===== src/rtl/ones_pattern_gen_pkg.sv =====
// rtl/ones_pattern_gen_pkg.sv - shared types and helpers for the ones-pattern generator
package ones_pkg;

  typedef enum logic [1:0] {IDLE, SCAN, EMIT, FIN} state_t;

  // Width needed to hold a ones-count of 0..n.
  function automatic int cw_of(input int n);
    return $clog2(n + 1);
  endfunction

  // k ones packed against the MSB of an n-bit word: the largest n-bit value with popcount k.
  function automatic int lastpat(input int k, input int n);
    return ((1 << k) - 1) << (n - k);
  endfunction

endpackage


===== src/rtl/ones_pattern_gen_if.sv =====
// rtl/ones_pattern_gen_if.sv - start/output handshake bundle for ones_pattern_gen
interface ones_pattern_gen_if import ones_pkg::*; #(
  parameter int N  = 3,
  parameter int CW = cw_of(N)
) ();

  logic          start_valid;
  logic          start_ready;
  logic [CW-1:0] count_in;
  logic          out_valid;
  logic          out_ready;
  logic [N-1:0]  out_word;
  logic          out_last;
  logic          done;
  logic          err;

  modport master (
    output start_valid, count_in, out_ready,
    input  start_ready, out_valid, out_word, out_last, done, err
  );

  modport slave (
    input  start_valid, count_in, out_ready,
    output start_ready, out_valid, out_word, out_last, done, err
  );

endinterface


===== src/rtl/ones_pattern_gen_fa.sv =====
// rtl/ones_pattern_gen_fa.sv - full-adder cell, three inputs to {carry, sum}
module ones_fa (
  input  logic a,
  input  logic b,
  input  logic ci,
  output logic s,
  output logic co
);

  assign s  = a ^ b ^ ci;
  assign co = (a & b) | (ci & (a ^ b));

endmodule


===== src/rtl/ones_pattern_gen_popcount.sv =====
// rtl/ones_pattern_gen_popcount.sv - combinational popcount as a recursive tree of full adders
module popcount_n import ones_pkg::*; #(
  parameter int N  = 3,
  parameter int CW = cw_of(N)
) (
  input  logic [N-1:0]  bits,
  output logic [CW-1:0] count
);

  if (N == 1) begin : g_one
    assign count = bits;
  end else if (N == 2) begin : g_two
    ones_fa u_fa (.a(bits[0]), .b(bits[1]), .ci(1'b0), .s(count[0]), .co(count[1]));
  end else if (N == 3) begin : g_three
    ones_fa u_fa (.a(bits[0]), .b(bits[1]), .ci(bits[2]), .s(count[0]), .co(count[1]));
  end else begin : g_split
    localparam int NL  = N / 2;
    localparam int NH  = N - NL;
    localparam int CWL = cw_of(NL);
    localparam int CWH = cw_of(NH);

    logic [CWL-1:0] cnt_lo;
    logic [CWH-1:0] cnt_hi;
    logic [CW-1:0]  op_a;
    logic [CW-1:0]  op_b;
    logic [CW-1:0]  carry;

    popcount_n #(.N(NL)) u_lo (.bits(bits[NL-1:0]), .count(cnt_lo));
    popcount_n #(.N(NH)) u_hi (.bits(bits[N-1:NL]), .count(cnt_hi));

    assign op_a     = CW'(cnt_lo);
    assign op_b     = CW'(cnt_hi);
    assign carry[0] = 1'b0;

    // Ripple-add the two half counts; the sum never exceeds N so the top carry-out is not needed.
    for (genvar i = 0; i < CW - 1; i++) begin : g_rip
      ones_fa u_fa (.a(op_a[i]), .b(op_b[i]), .ci(carry[i]), .s(count[i]), .co(carry[i+1]));
    end
    assign count[CW-1] = op_a[CW-1] ^ op_b[CW-1] ^ carry[CW-1];
  end

endmodule


===== src/rtl/ones_pattern_gen.sv =====
// rtl/ones_pattern_gen.sv - enumerates every N-bit word with exactly K ones in ascending order
module ones_pattern_gen import ones_pkg::*; #(
  parameter int N  = 3,
  parameter int CW = cw_of(N)
) (
  input logic              clk,
  input logic              rst_n,
  ones_pattern_gen_if.slave bus
);

  state_t        state_q, state_d;
  logic [N:0]    cand_q, cand_d;
  logic [CW-1:0] k_reg_q, k_reg_d;
  logic          out_valid_q, out_valid_d;
  logic [N-1:0]  out_word_q, out_word_d;
  logic          out_last_q, out_last_d;
  logic          done_q, done_d;
  logic          err_q, err_d;

  logic [CW-1:0] cand_ones;
  logic [31:0]   last_pat;
  logic          cand_match;
  logic          cand_is_last;
  logic          k_too_big;
  logic          start_hs;
  logic          xfer;

  popcount_n #(.N(N)) u_pop (.bits(cand_q[N-1:0]), .count(cand_ones));

  assign last_pat     = lastpat(int'(k_reg_q), N);
  assign cand_match   = (cand_ones == k_reg_q);
  assign cand_is_last = (32'(cand_q) == last_pat);
  assign k_too_big    = (bus.count_in > CW'(N));
  // The IDLE cycle that carries the done pulse is not yet open for a new request.
  assign start_hs     = (state_q == IDLE) && !done_q && bus.start_valid;
  assign xfer         = out_valid_q && bus.out_ready;

  // State and datapath registers, cleared asynchronously.
  always_ff @(posedge clk or negedge rst_n) begin
    if (!rst_n) begin
      state_q     <= IDLE;
      cand_q      <= '0;
      k_reg_q     <= '0;
      out_valid_q <= 1'b0;
      out_word_q  <= '0;
      out_last_q  <= 1'b0;
      done_q      <= 1'b0;
      err_q       <= 1'b0;
    end else begin
      state_q     <= state_d;
      cand_q      <= cand_d;
      k_reg_q     <= k_reg_d;
      out_valid_q <= out_valid_d;
      out_word_q  <= out_word_d;
      out_last_q  <= out_last_d;
      done_q      <= done_d;
      err_q       <= err_d;
    end
  end

  // Next-state selection.
  always_comb begin
    state_d = state_q;
    case (state_q)
      IDLE: if (start_hs) state_d = k_too_big ? FIN : SCAN;
      SCAN: if (cand_match) state_d = EMIT;
      EMIT: if (xfer) state_d = out_last_q ? FIN : SCAN;
      FIN:  state_d = IDLE;
      default: state_d = IDLE;
    endcase
  end

  // Candidate scan, output word capture and end-of-run pulses.
  always_comb begin
    cand_d      = cand_q;
    k_reg_d     = k_reg_q;
    out_valid_d = out_valid_q;
    out_word_d  = out_word_q;
    out_last_d  = out_last_q;
    done_d      = (state_q == FIN);
    err_d       = (state_q == FIN) && (k_reg_q > CW'(N));
    case (state_q)
      IDLE: begin
        if (start_hs) begin
          k_reg_d = bus.count_in;
          cand_d  = '0;
        end
      end
      SCAN: begin
        if (cand_match) begin
          out_word_d  = cand_q[N-1:0];
          out_valid_d = 1'b1;
          out_last_d  = cand_is_last;
        end else begin
          cand_d = cand_q + (N+1)'(1);
        end
      end
      EMIT: begin
        if (xfer) begin
          out_valid_d = 1'b0;
          if (!out_last_q) cand_d = cand_q + (N+1)'(1);
        end
      end
      default: ;
    endcase
  end

  assign bus.start_ready = (state_q == IDLE) && !done_q;
  assign bus.out_valid   = out_valid_q;
  assign bus.out_word    = out_word_q;
  assign bus.out_last    = out_last_q;
  assign bus.done        = done_q;
  assign bus.err         = err_q;

endmodule

===== src/flat_wrapper.sv =====
// flat-port wrapper written by rule: the top's interface ports become plain ports
module ones_pattern_gen_flat import ones_pkg::*;
#(
  parameter int N  = 3,
  parameter int CW = cw_of(N)
)
  (clk, rst_n, bus_start_valid, bus_count_in, bus_out_ready, bus_start_ready, bus_out_valid, bus_out_word, bus_out_last, bus_done, bus_err);
  ones_pattern_gen_if #(.N(N), .CW(CW)) bus_i ();
  input logic clk;
  input logic rst_n;
  input wire logic [$bits(bus_i.start_valid)-1:0] bus_start_valid;
  input wire logic [$bits(bus_i.count_in)-1:0] bus_count_in;
  input wire logic [$bits(bus_i.out_ready)-1:0] bus_out_ready;
  output wire logic [$bits(bus_i.start_ready)-1:0] bus_start_ready;
  output wire logic [$bits(bus_i.out_valid)-1:0] bus_out_valid;
  output wire logic [$bits(bus_i.out_word)-1:0] bus_out_word;
  output wire logic [$bits(bus_i.out_last)-1:0] bus_out_last;
  output wire logic [$bits(bus_i.done)-1:0] bus_done;
  output wire logic [$bits(bus_i.err)-1:0] bus_err;
  assign bus_i.start_valid = bus_start_valid;
  assign bus_i.count_in = bus_count_in;
  assign bus_i.out_ready = bus_out_ready;
  assign bus_start_ready = bus_i.start_ready;
  assign bus_out_valid = bus_i.out_valid;
  assign bus_out_word = bus_i.out_word;
  assign bus_out_last = bus_i.out_last;
  assign bus_done = bus_i.done;
  assign bus_err = bus_i.err;
  ones_pattern_gen #(.N(N), .CW(CW)) u_core (.clk(clk), .rst_n(rst_n), .bus(bus_i));
endmodule

===== config.mk =====
export PLATFORM = sky130hd
export DESIGN_NAME = ones_pattern_gen_flat
export DESIGN_NICKNAME = d
export VERILOG_FILES = /design/src/rtl/ones_pattern_gen_pkg.sv /design/src/rtl/ones_pattern_gen_if.sv /design/src/rtl/ones_pattern_gen_fa.sv /design/src/rtl/ones_pattern_gen_popcount.sv /design/src/rtl/ones_pattern_gen.sv /design/src/flat_wrapper.sv
export SDC_FILE = /design/constraint.sdc
export NUM_CORES = 1
export LEC_CHECK = 0
export CAP_MARGIN = 10
export CORE_MARGIN = 2
export CORE_UTILIZATION = 39
export CTS_BUF_LIST = sky130_fd_sc_hd__clkbuf_4
export CTS_CLUSTER_SIZE = 16
export DETAILED_ROUTE_END_ITERATION = 12
export PLACE_DENSITY_LB_ADDON = 0.2
export SETUP_SLACK_MARGIN = 0.2
export SKIP_CTS_REPAIR_TIMING = 1
export SYNTH_ARGS = -nofsm -noshare
export SYNTH_HDL_FRONTEND = slang
export SYNTH_SLANG_ARGS = --single-unit

===== constraint.sdc =====
create_clock -name clk -period 2.63 [get_ports clk]
set_input_delay 0.263 -clock clk [delete_from_list [all_inputs] [get_ports clk]]
set_output_delay 0.263 -clock clk [all_outputs]
set_load 0.03 [all_outputs]

== Yosys cells after proc, flatten, opt, wreduce, memory -nomap -nowiden ==
Cells that the tools add are included.
Word-level totals
  register bits: 15
  input bits: 6
  output and inout port bits: 8
  logic and storage cells: 57
Operators by class
  $add $sub $neg: 3
  order comparisons: 2
  eq/ne operators: 10
  shifts and indexed selects: 2
  mux-type cells: 14
  bitwise operators: 5
  reduce and logical (&&, ||, !) cells: 13
Operators with widths (count)
  == test 4 x 32 -> 1 bit: 1
  left shift 1 x 2 -> 32 bit, first input constant: 1
  left shift 32 x 32 -> 32 bit: 1
  subtractor 32 x 2 -> 32 bit, second input constant: 1
  two-way mux 4 bit: 4
  case mux 4 bit (3 select lines): 1
  two-way mux 2 bit: 5
  case mux 2 bit (4 select lines): 1
  inequality test 2 x 1 -> 1 bit, second input constant: 3
  AND reduction 3 bit: 2
  AND reduction 5 bit: 1
  adder 4 x 1 -> 4 bit, second input constant: 1
  == test 2 bit, second input constant: 2
  greater-than comparator 2 bit, second input constant: 2
  logical AND 1 bit: 4
  inequality test 2 bit, second input constant: 2
  AND reduction 2 bit: 2
  nonzero test 3 bit: 1
  subtractor 2 x 2 -> 3 bit, first input constant: 1
  AND 1 bit: 2
  == test 2 x 1 -> 1 bit, second input constant: 1
  == test 2 bit: 1
  logical NOT 2 bit: 1
  two-way mux 1 bit: 2
  other kinds (5): 6

== Depth between registers and ports, before layout ==
Gate-level depths: netlist (run 1).
  depth after elaboration: 6
  gate-level depth with buffers: 7
  depth with buffers taken out: 6

== Cells and area by module ==
From an unflattened synthesis (run 1), not the netlist that was laid out.
Second synthesis, totals
  cells, all modules: 85
  area, all modules: 879.6 µm²
Modules (own cells, without submodules)
  ones_pattern_gen: instances 1, cells each 84, area an instance 859.6 µm²
  ones_fa: instances 1, cells each 1, area an instance 20.0 µm²

== Worst setup path after synthesis (run 1) ==
No wires, ideal clock.
  kind: reg-to-reg
  start point: register u_core.cand_q[1]
  end point: register u_core.cand_q[2]
  setup time: 124 ps
  data arrival time: 1733 ps
  data required time: 2506 ps
  slack: 773 ps
  cell stages (with the launch flop): 6
  path buffers: 0
  cells stage by stage: dfrtp_1 fa_1 xnor2_1 nand3_2 and4_1 a211o_1
On the way
  cells in the longest elaborated chain, start to end: 6
  elaborated cells on any way between the ends: 13
  classes of those cells: add/sub (1); eq/ne (2); mux (4); bitwise (5); reduce/logical (1)
RTL lines
  start: declaration: RTL line ones_pattern_gen.sv:12  | logic [N:0] cand_q, cand_d;
  start signal: assignment: RTL line ones_pattern_gen.sv:51  | cand_q <= cand_d;
  branches (longest 6 deep; another with adder 4 x 1 -> 4 bit)
Parallel ways; which one is timed is not known. The select of a mux whose other input is x is not followed.
A chain may end at the register's enable or synchronous reset.

== Worst setup path after layout (run 1) ==
  start point: register u_core.state_q[0]
  end point: output bus_start_ready
On the way
  cells in the longest elaborated chain, start to end: 2
RTL lines
  start: declaration: RTL line ones_pattern_gen.sv:11  | state_t state_q, state_d;
  start signal: assignment: RTL line ones_pattern_gen.sv:50  | state_q <= state_d;
  logical NOT 2 bit: RTL line ones_pattern_gen.sv:108  | assign bus.start_ready = (state_q == IDLE) && !done_q;
  logical AND 1 bit: RTL line ones_pattern_gen.sv:108
  end: declaration: RTL line flat_wrapper.sv:14  | output wire logic [$bits(bus_i.start_ready)-1:0] bus_start_ready;
Every way passes these cells.

==> metrics.txt, run 1 <==
htree depth=1; clk slew on worst S/H paths=around 80 ps; arrival time worst endpoint=1860 ps; initial antenna violation count=0; total congestion overflow=0; initial core utilization=40.8%; Post-Synthesis Cell Area=between 800 and 900 um^2; Synth area leader=dfrtp_1; Tmin final=between 2000 and 2500 ps; FFs w/ async S/R, synth=100%; Worst Setup Start Kind=flop; RR Endpoint=u_core.cand_q[2]$_DFFE_PN0P_; CTS tree=built; syn nets=100; Area Growth Syn to Fin=18.0%; ant diodes=0; via total after detailed routing=662; drt first pass iters=4; Syn Area/Cell=between 10 and 15 um^2; root buf cell=clkbuf_4; R2R depth=5; worst setup path class=reg2out; WL per Instance=13.0 um; nets=113; Syn Inst Count=86; Yosys reg bits=14; Pleak=0.473 nW; fin worst setup slack=504 ps; Primary FF master, synth=dfrtp_1; pre-CTS WS=543 ps; Core Rows=17; Final Util=48.1%; largest net degree at the start of global routing=15; vias in the first global route=590; DR vias/cell=5.25; total CTS buffers=3; first-pass GRT wire length=2720 um; PwrDens=1370 mW/mm^2; final setup TNS=0 ps; post-synth top area share=between 30 and 40%; RSZ-0062 raised after global routing=false; Antenna Violating Nets Remaining=0; top cells by count, synth=14 x dfrtp_1, 10 x nand2_1, 7 x ha_1, 5 x inv_1; Fmax achieved=between 0.4 and 0.5 GHz; RR Startpoint=u_core.cand_q[2]$_DFFE_PN0P_; register area share after synthesis=39.6%; Final setup viols=0; Critical Path End=bus_start_ready; clk_lat worst skew=between 200 and 300 ps; Worst VDD drop=0.000661 V; Critical Path RT=2370 ps; GPL Wtd Cong=0.816; EDFF count, synth=0; DR DRC count=0; Tcrit/Tclk final=just over 80%; I/O Buffers=12; HP Class=in2async; status=finished clean; I/O pin cnt=14; CP Capture Type=output port; Netlist cell types=36; Hold Vio Cnt, Final=0; CTS Sinks=14; r2r setup slk=530 ps; Ys Warns=0; relative max-transition margin=57.0%; gr usage total=between 10% and 20%; Core ar.=approximately 0.0022 mm^2; hold slack=between 300 and 400 ps; die outline height=51.6 um; cells taking the most area after synthesis=dfrtp_1 40%, ha_1 9.9%, nand2_1 4.2%, mux2_2 3.8%, fa_1 2.3%; Initial DRC Count=26; max cap viols=0; fillcell total=around 230; die width=51.6 um; crit-path max FO=5; DRT Wirelength=~1600 um; die area=0.00267 mm^2; DP HPWL=1240 um; count leader, synth=dfrtp_1; Critical Path Start=u_core.state_q[0]$_DFFE_PN0P_; Clock Tree Buf Depth=2; Worst Tran Pin Value=643 ps; Clock Skew=2.48 ps; Slew Viols, Final=0; share of cells above drive strength 1=about 11%
-- registers in the layout, indices dropped and copies added (netlist names) --
register and count:
u_core.bus.out_last 1, u_core.bus.out_valid 1, u_core.k_reg_q 2, u_core.bus.done 1
u_core.state_q 2, u_core.bus.out_word 3, u_core.cand_q 4
-- metal layers --
layer,vias up,wire (um),GRT usage [%],share of wire (%)
met4,0,16,5.26,0.98
met5,-,0,0,0
met3,4,44,2.59,2.7
li1,330,-,-,-
met1,317,795,18.9,49
met2,11,778,22.0,48
-- worst max-delay path: stages, from the launching register on --
cell,delay (ps)
dfrtp_1,440
inv_1,130
ha_1,210
nor2b_1,140
clkdlybuf4s50_1,670
-- worst min-delay path by stage --
stage	start	to	slack, ps	cells after the start
final	rst_n	u_core.bus.out_valid$_DFFE_PN0P_	380	1
after floorplan	rst_n	u_core.bus.done$_DFF_PN0_	-30	0
after CTS	rst_n	u_core.bus.out_valid$_DFFE_PN0P_	400	1
after global placement	u_core.bus.out_word[0]$_DFFE_PN0P_	u_core.bus.out_word[0]$_DFFE_PN0P_	480	2
after detailed placement	u_core.bus.out_word[0]$_DFFE_PN0P_	u_core.bus.out_word[0]$_DFFE_PN0P_	480	2
after global routing	rst_n	u_core.bus.out_valid$_DFFE_PN0P_	420	1
-- cell usage in the layout (no fill, tap or decap), types with 2 or more instances in the layout --
cell type,count
clkbuf_4,3
clkdlybuf4s50_1,12
dfrtp_1,14
nand2_1,10
o2bb2ai_1,2
nand4_1,2
mux2_2,3
a21oi_1,3
mux2i_1,2
a31oi_1,2
o21ai_0,3
xnor2_1,2
nor2b_1,2
inv_1,5
nand3_1,3
nor2_1,3
ha_1,7
-- power breakdown --
group	switching [W]	internal, W
logic	0.000487	0.000405
registers	0.000113	0.000307
clock network	0.0000676	0.0000549
total	0.000668	0.000767
-- layout make-up --
class | count | area, um^2 | share of cell area [%]
clock buffer | 3 | 22.5 | 2.16
clock inverter | 1 | 3.75 | 0.360
tap | 28 | 35.0 | 3.36
timing repair buffer | 12 | 120 | 11.5
multi-input combinational | 63 | 493 | 47.2
sequential | 14 | 350 | 33.6
inverter | 5 | 18.8 | 1.80
-- cell families after synthesis --
group / synth area share (%)
XOR/XNOR: 3.82
other: 0.424
adder cells (fa/ha/maj): 12.2
AND/OR/NAND/NOR: 18.2
AO/OA/AOI/OAI: 15.0
flip-flops: 39.6
multiplexers: 6.08
buffers and inverters: 4.67
-- stage by stage --
step                power [W]  area, um^2  std cells
floorplan             0.00109         885         86
global route          0.00156        1040        126
detailed placement    0.00132        1020        122
CTS                   0.00145        1040        126
global placement      0.00130        1020        122
finish                0.00143        1040        126
No activity file was read; power rests on OpenSTA's default activity.
==> run 2: changes to the inputs <==
clock period = 2 ns   (was 2.63 ns; I/O delays follow)
==> run 2 against run 1 <==
Critical path depth rose by 1. Non-clock buffer count rose by 11. Total power increased by 50%. Global-route usage rose by 0.61 points. Sequential power up 24%. Final cell count rose by 8.7%. Sequential share of layout area decreased by 3.2 points. Clock power rose by 32%. Combinational power is 65% higher. Largest cell class unchanged. Register-to-register slack worse by 390 ps.
==> metrics.txt, run 2 (synthesis results as in run 1) <==
RR Endpoint=u_core.cand_q[2]$_DFFE_PN0P_; Worst Tran Pin Value=641 ps (-1.81 ps); ant diodes=0 (unchanged); largest net degree at the start of global routing=15 (unchanged); vias in the first global route=663 (+12%); Slew Viols, Final=0 (unchanged); Slowest-stage cell, CP=fa_1; crit-path max FO=8 (+3); I/O Buffers=12 (unchanged); total CTS buffers=3 (unchanged); Critical Path RT=2170 ps (-200 ps); CTS tree=built; Fmax achieved=0.539 GHz; Clock Tree Buf Depth=2 (unchanged); I/O pin cnt=14 (unchanged); clk slew on worst S/H paths=90 ps (about the same); RR Startpoint=u_core.cand_q[1]$_DFFE_PN0P_; root buf cell=clkbuf_4; PwrDens=1860 mW/mm^2 (+35%); DR vias/cell=5.09 (-3.0%); Final Util=53.3% (+5.2 points); worst setup path class=reg2reg; cell-internal power=0.00119 W (+55%); fillcell total=218 (-3.5%); Final Cell Area=0.00116 mm^2 (+11%); commonest non-fill, non-tap cell in the layout=dfrtp_1; Hold Vio Cnt, Final=0 (unchanged); relative max-transition margin=57.1% (+0.12 points); CTS Sinks=14 (unchanged); HP Class=in2async; CP Capture Type=flop; R2R depth=5 (unchanged); htree depth=1 (unchanged); die area=0.00267 mm^2 (unchanged); Logic pwr share=68.3% (+6.1 points); Core ar.=0.00217 mm^2 (unchanged); Pleak=0.546 nW (+16%); most frequent cells in the layout=13 x dfrtp_1, 11 x clkdlybuf4s50_1, 11 x buf_4; Final setup viols=0 (unchanged); die width=51.6 um (unchanged); first-pass GRT wire length=2880 um (+5.8%); initial core utilization=40.8% (unchanged); GPL Wtd Cong=0.779 (-4.5%); gr usage total=14.5% (+0.61 points); initial antenna violation count=0 (unchanged); clk_lat worst skew=270 ps (about the same); max incr delay on CP=530 ps (-140 ps); post-place instance area=0.00108 mm^2 (+5.9%); DR DRC count=0 (unchanged); DRT Wirelength=1740 um (+6.5%); Tcrit/Tclk final=just over 90%; share of cells above drive strength 1=23.9% (+13 points); arrival time worst endpoint=2020 ps (+160 ps); max reg flops=4 (unchanged); Most flops, register=u_core.cand_q; r2r setup slk=140 ps (-390 ps); Antenna Violating Nets Remaining=0 (unchanged); Core Rows=17 (unchanged); total congestion overflow=0 (unchanged); Area Growth Syn to Fin=30.7%; Initial DRC Count=16 (-38%); RSZ-0062 raised after global routing=true; DP HPWL=1310 um (+5.3%); nets=124 (+9.7%); Switch Pwr=0.000959 W (+44%); Critical Path Start=u_core.cand_q[1]$_DFFE_PN0P_; Clock Skew=6.16 ps (+3.69 ps); part of the power in registers=24.1% (-5.2 points); clock power share=7.5% (-1.0 points); Worst Setup Start Kind=flop; WL per Instance=12.7 um (-2.1%); via total after detailed routing=698 (+5.4%); status=finished clean; Worst VDD drop=0.000926 V (+40%); CP cell instances=fa_1, xnor2_2, nand3_4, and4_1, a211o_1; Sw Share=44.6% (-2.0 points); die outline height=51.6 um (unchanged); drt first pass iters=4 (unchanged); Tmin final=roughly 1900 ps; max cap viols=0 (unchanged); hold slack=312 ps (-67.8 ps)
## run 2: worst max-delay path: cells and delay by family, from the launching register on
family | cells | cell delay [ps]
compound gates | 1 | 220
xor+xnor | 1 | 250
fa+ha+maj | 1 | 530
flops | 1 | 410
simple gates | 2 | 340
## run 2: metal layers
layer	up-vias	GRT usage, %	wire [um]
met2	11	23.7	858
met5	-	0	0
li1	349	-	-
met3	2	1.72	49
met4	0	6.58	12
met1	336	19.2	820
## run 2: through the flow
step	setup TNS, ps	instances	worst slack (ps)	power, W
floorplan	0	86	213	0.00150
global placement	0	128	207	0.00185
detailed placement	0	128	152	0.00187
CTS	-114	132	-114	0.00204
global route	0	137	81.0	0.00232
finish	0	137	143	0.00215
## run 2: worst max path at each step
stage	endpoint
after floorplan	u_core.cand_q[2]$_DFFE_PN0P_
after global placement	u_core.cand_q[2]$_DFFE_PN0P_
after detailed placement	u_core.cand_q[2]$_DFFE_PN0P_
after CTS	bus_start_ready
after global routing	u_core.cand_q[2]$_DFFE_PN0P_
final	u_core.cand_q[2]$_DFFE_PN0P_
## run 2: power groups by stage
| stage | sequential, W | clock (W) | combinational [W] |
|---|---|---|---|
| global route | 0.000539 | 0.000186 | 0.00159 |
| finish | 0.000519 | 0.000162 | 0.00147 |
| detailed placement | 0.000529 | 0 | 0.00134 |
| CTS | 0.000523 | 0.000173 | 0.00135 |
| floorplan | 0.000595 | 0 | 0.000908 |
| global placement | 0.000524 | 0 | 0.00132 |
## run 2: layout make-up
| cell class | count | area (um^2) | area share, % |
|---|---|---|---|
| tap | 28 | 35.0 | 3.03 |
| timing repair buffer | 23 | 205 | 17.7 |
| clock inverter | 1 | 3.75 | 0.325 |
| sequential | 14 | 352 | 30.4 |
| inverter | 5 | 18.8 | 1.62 |
| multi-input combinational | 63 | 519 | 44.9 |
| clock buffer | 3 | 22.5 | 1.95 |
==> run 3: changes to the inputs <==
clock period = 1.55 ns   (was 2 ns; I/O delays follow)
==> run 3 against run 2 <==
The run now ends with setup timing left. Setup slack worse by 450 ps. Register-to-register slack worse by 450 ps. Critical path depth unchanged. Die area unchanged. Via count up 13%. Critical path type unchanged. Core utilization up 13 points. Combinational power up 94%. Hold slack worse by 140 ps. Design area up 25%.
==> metrics.txt, run 3 (synthesis results as in run 1) <==
die width=51.6 um (unchanged); Critical Path RT=1720 ps (-450 ps); max reg flops=4 (unchanged); total congestion overflow=0 (unchanged); Slowest-stage cell, CP=fa_1; Pleak=0.752 nW (+38%); Area Growth Syn to Fin=63.1%; Sw Share=41.9% (-2.7 points); Final setup viols=11 (+11); clk_lat worst skew=280 ps (about the same); max incr delay on CP=530 ps (about the same); Clock Skew=3.59 ps (-2.57 ps); Final Cell Area=0.00144 mm^2 (+25%); total CTS buffers=3 (unchanged); status=finished, violations left; DRT Wirelength=2120 um (+22%); Critical Path End=u_core.cand_q[2]$_DFFE_PN0P_; DP HPWL=1530 um (+17%); I/O pin cnt=14 (unchanged); nets=144 (+16%); Switch Pwr=0.00155 W (+62%); drt first pass iters=5 (+1); share of cells above drive strength 1=44.5% (+21 points); DR vias/cell=5.06 (-0.60%); r2r setup slk=-310 ps (-450 ps); Most flops, register=u_core.cand_q; RR Endpoint=u_core.cand_q[2]$_DFFE_PN0P_; CP cell instances=fa_1, xnor2_2, nand3_4, and4_1, a211o_1; DR DRC count=0 (unchanged); die outline height=51.6 um (unchanged); largest net degree at the start of global routing=15 (unchanged); post-place instance area=0.00125 mm^2 (+16%); HP Class=in2async; Core ar.=0.00217 mm^2 (unchanged); initial core utilization=40.8% (unchanged); gr usage total=16.8% (+2.3 points); clock power share=5.6% (-1.9 points); PwrDens=2560 mW/mm^2 (+38%); fin worst setup slack=-310 ps (-453 ps); cell-internal power=0.00215 W (+80%); clk slew on worst S/H paths=80 ps (about the same); ant diodes=0 (unchanged); Tmin final=1860 ps (+3.47 ps); part of the power in registers=17.4% (-6.7 points); Initial DRC Count=13 (-3); Critical Path Start=u_core.cand_q[2]$_DFFE_PN0P_; Slew Viols, Final=0 (unchanged); I/O Buffers=12 (unchanged); GPL Wtd Cong=0.850 (+9.2%); CTS Sinks=14 (unchanged); max cap viols=0 (unchanged); Logic pwr share=77.0% (+8.7 points); root buf cell=clkbuf_4; RR Startpoint=u_core.cand_q[2]$_DFFE_PN0P_; CP Buf/Inv Count=0 (unchanged); die area=0.00267 mm^2 (unchanged); htree depth=1 (unchanged); Fmax achieved=0.538 GHz (-0.19%); first-pass GRT wire length=3260 um (+13%); R2R depth=5 (unchanged); Hold Vio Cnt, Final=0 (unchanged); Antenna Violating Nets Remaining=0 (unchanged); Worst VDD drop=0.00135 V (+46%); CTS tree=built; Tcrit/Tclk final=120% (+27 points); WL per Instance=13.6 um (+6.9%); Final Util=66.5% (+13 points); Levels on crit path=5 (unchanged); initial antenna violation count=0 (unchanged); Clock Tree Buf Depth=2 (unchanged); Core Rows=17 (unchanged); RSZ-0062 raised after global routing=true; CP Capture Type=flop; Worst path top cell family by delay=adder cells; via total after detailed routing=790 (+13%); vias in the first global route=757 (+14%); worst setup path class=reg2reg; failing checks=setup timing; commonest non-fill, non-tap cell in the layout=buf_4; crit-path max FO=5 (-3); most frequent cells in the layout=24 x buf_4, 14 x dfrtp_1, 7 x nand2_1; Worst Setup Start Kind=flop; arrival time worst endpoint=2030 ps (about the same)
## run 3: cell types whose count changed in the layout (fill, tap and decap cells not counted), sizes merged
cell and delta:
clkinv -1, clkdlybuf4s50 -6, buf +21, dlymetal6s2s +5
## run 3: worst min-delay path by stage
stage | startpoint | slack [ps] | end
floorplan | rst_n | -140 | u_core.bus.done$_DFF_PN0_
global placement | u_core.bus.out_word[0]$_DFFE_PN0P_ | 460 | u_core.bus.out_word[0]$_DFFE_PN0P_
detailed placement | u_core.bus.out_word[1]$_DFFE_PN0P_ | 470 | u_core.bus.out_word[1]$_DFFE_PN0P_
CTS | rst_n | 170 | u_core.state_q[0]$_DFFE_PN0P_
global route | rst_n | 180 | u_core.bus.out_word[2]$_DFFE_PN0P_
finish | rst_n | 170 | u_core.state_q[0]$_DFFE_PN0P_
## run 3: layout make-up
cell class                      count  area, um^2
Fill cell                         176         727
Tap cell                           28        35.0
Sequential cell                    14         350
Clock buffer                        3        22.5
Timing Repair Buffer               43         408
Multi-Input combinational cell     63         608
Inverter                            5        18.8
## run 3: metal layers
| metal | track usage, % | vias up | routed length, um |
|---|---|---|---|
| li1 | - | 391 | - |
| met1 | 20.4 | 380 | 924 |
| met3 | 2.59 | 4 | 49 |
| met5 | 0 | - | 0 |
| met2 | 28.0 | 15 | 1110 |
| met4 | 10.1 | 0 | 35 |
## run 3: stage by stage
| step | TNS [ps] | power (W) | setup WS [ps] | hold slack [ps] | instances |
|---|---|---|---|---|---|
| finish | -2770 | 0.00370 | -310 | 173 | 156 |
| CTS | -2270 | 0.00311 | -294 | 173 | 151 |
| global placement | -1490 | 0.00285 | -220 | 462 | 148 |
| floorplan | -1100 | 0.00201 | -237 | -141 | 86 |
| global route | -3270 | 0.00394 | -352 | 181 | 156 |
| detailed placement | -2030 | 0.00289 | -278 | 471 | 148 |
## run 3: power by group through the flow
| stage | logic, W | clock network (W) | registers, W |
|---|---|---|---|
| floorplan | 0.00124 | 0 | 0.000771 |
| global placement | 0.00222 | 0 | 0.000629 |
| detailed placement | 0.00226 | 0 | 0.000636 |
| CTS | 0.00227 | 0.000216 | 0.000628 |
| global route | 0.00304 | 0.000235 | 0.000667 |
| finish | 0.00285 | 0.000207 | 0.000645 |
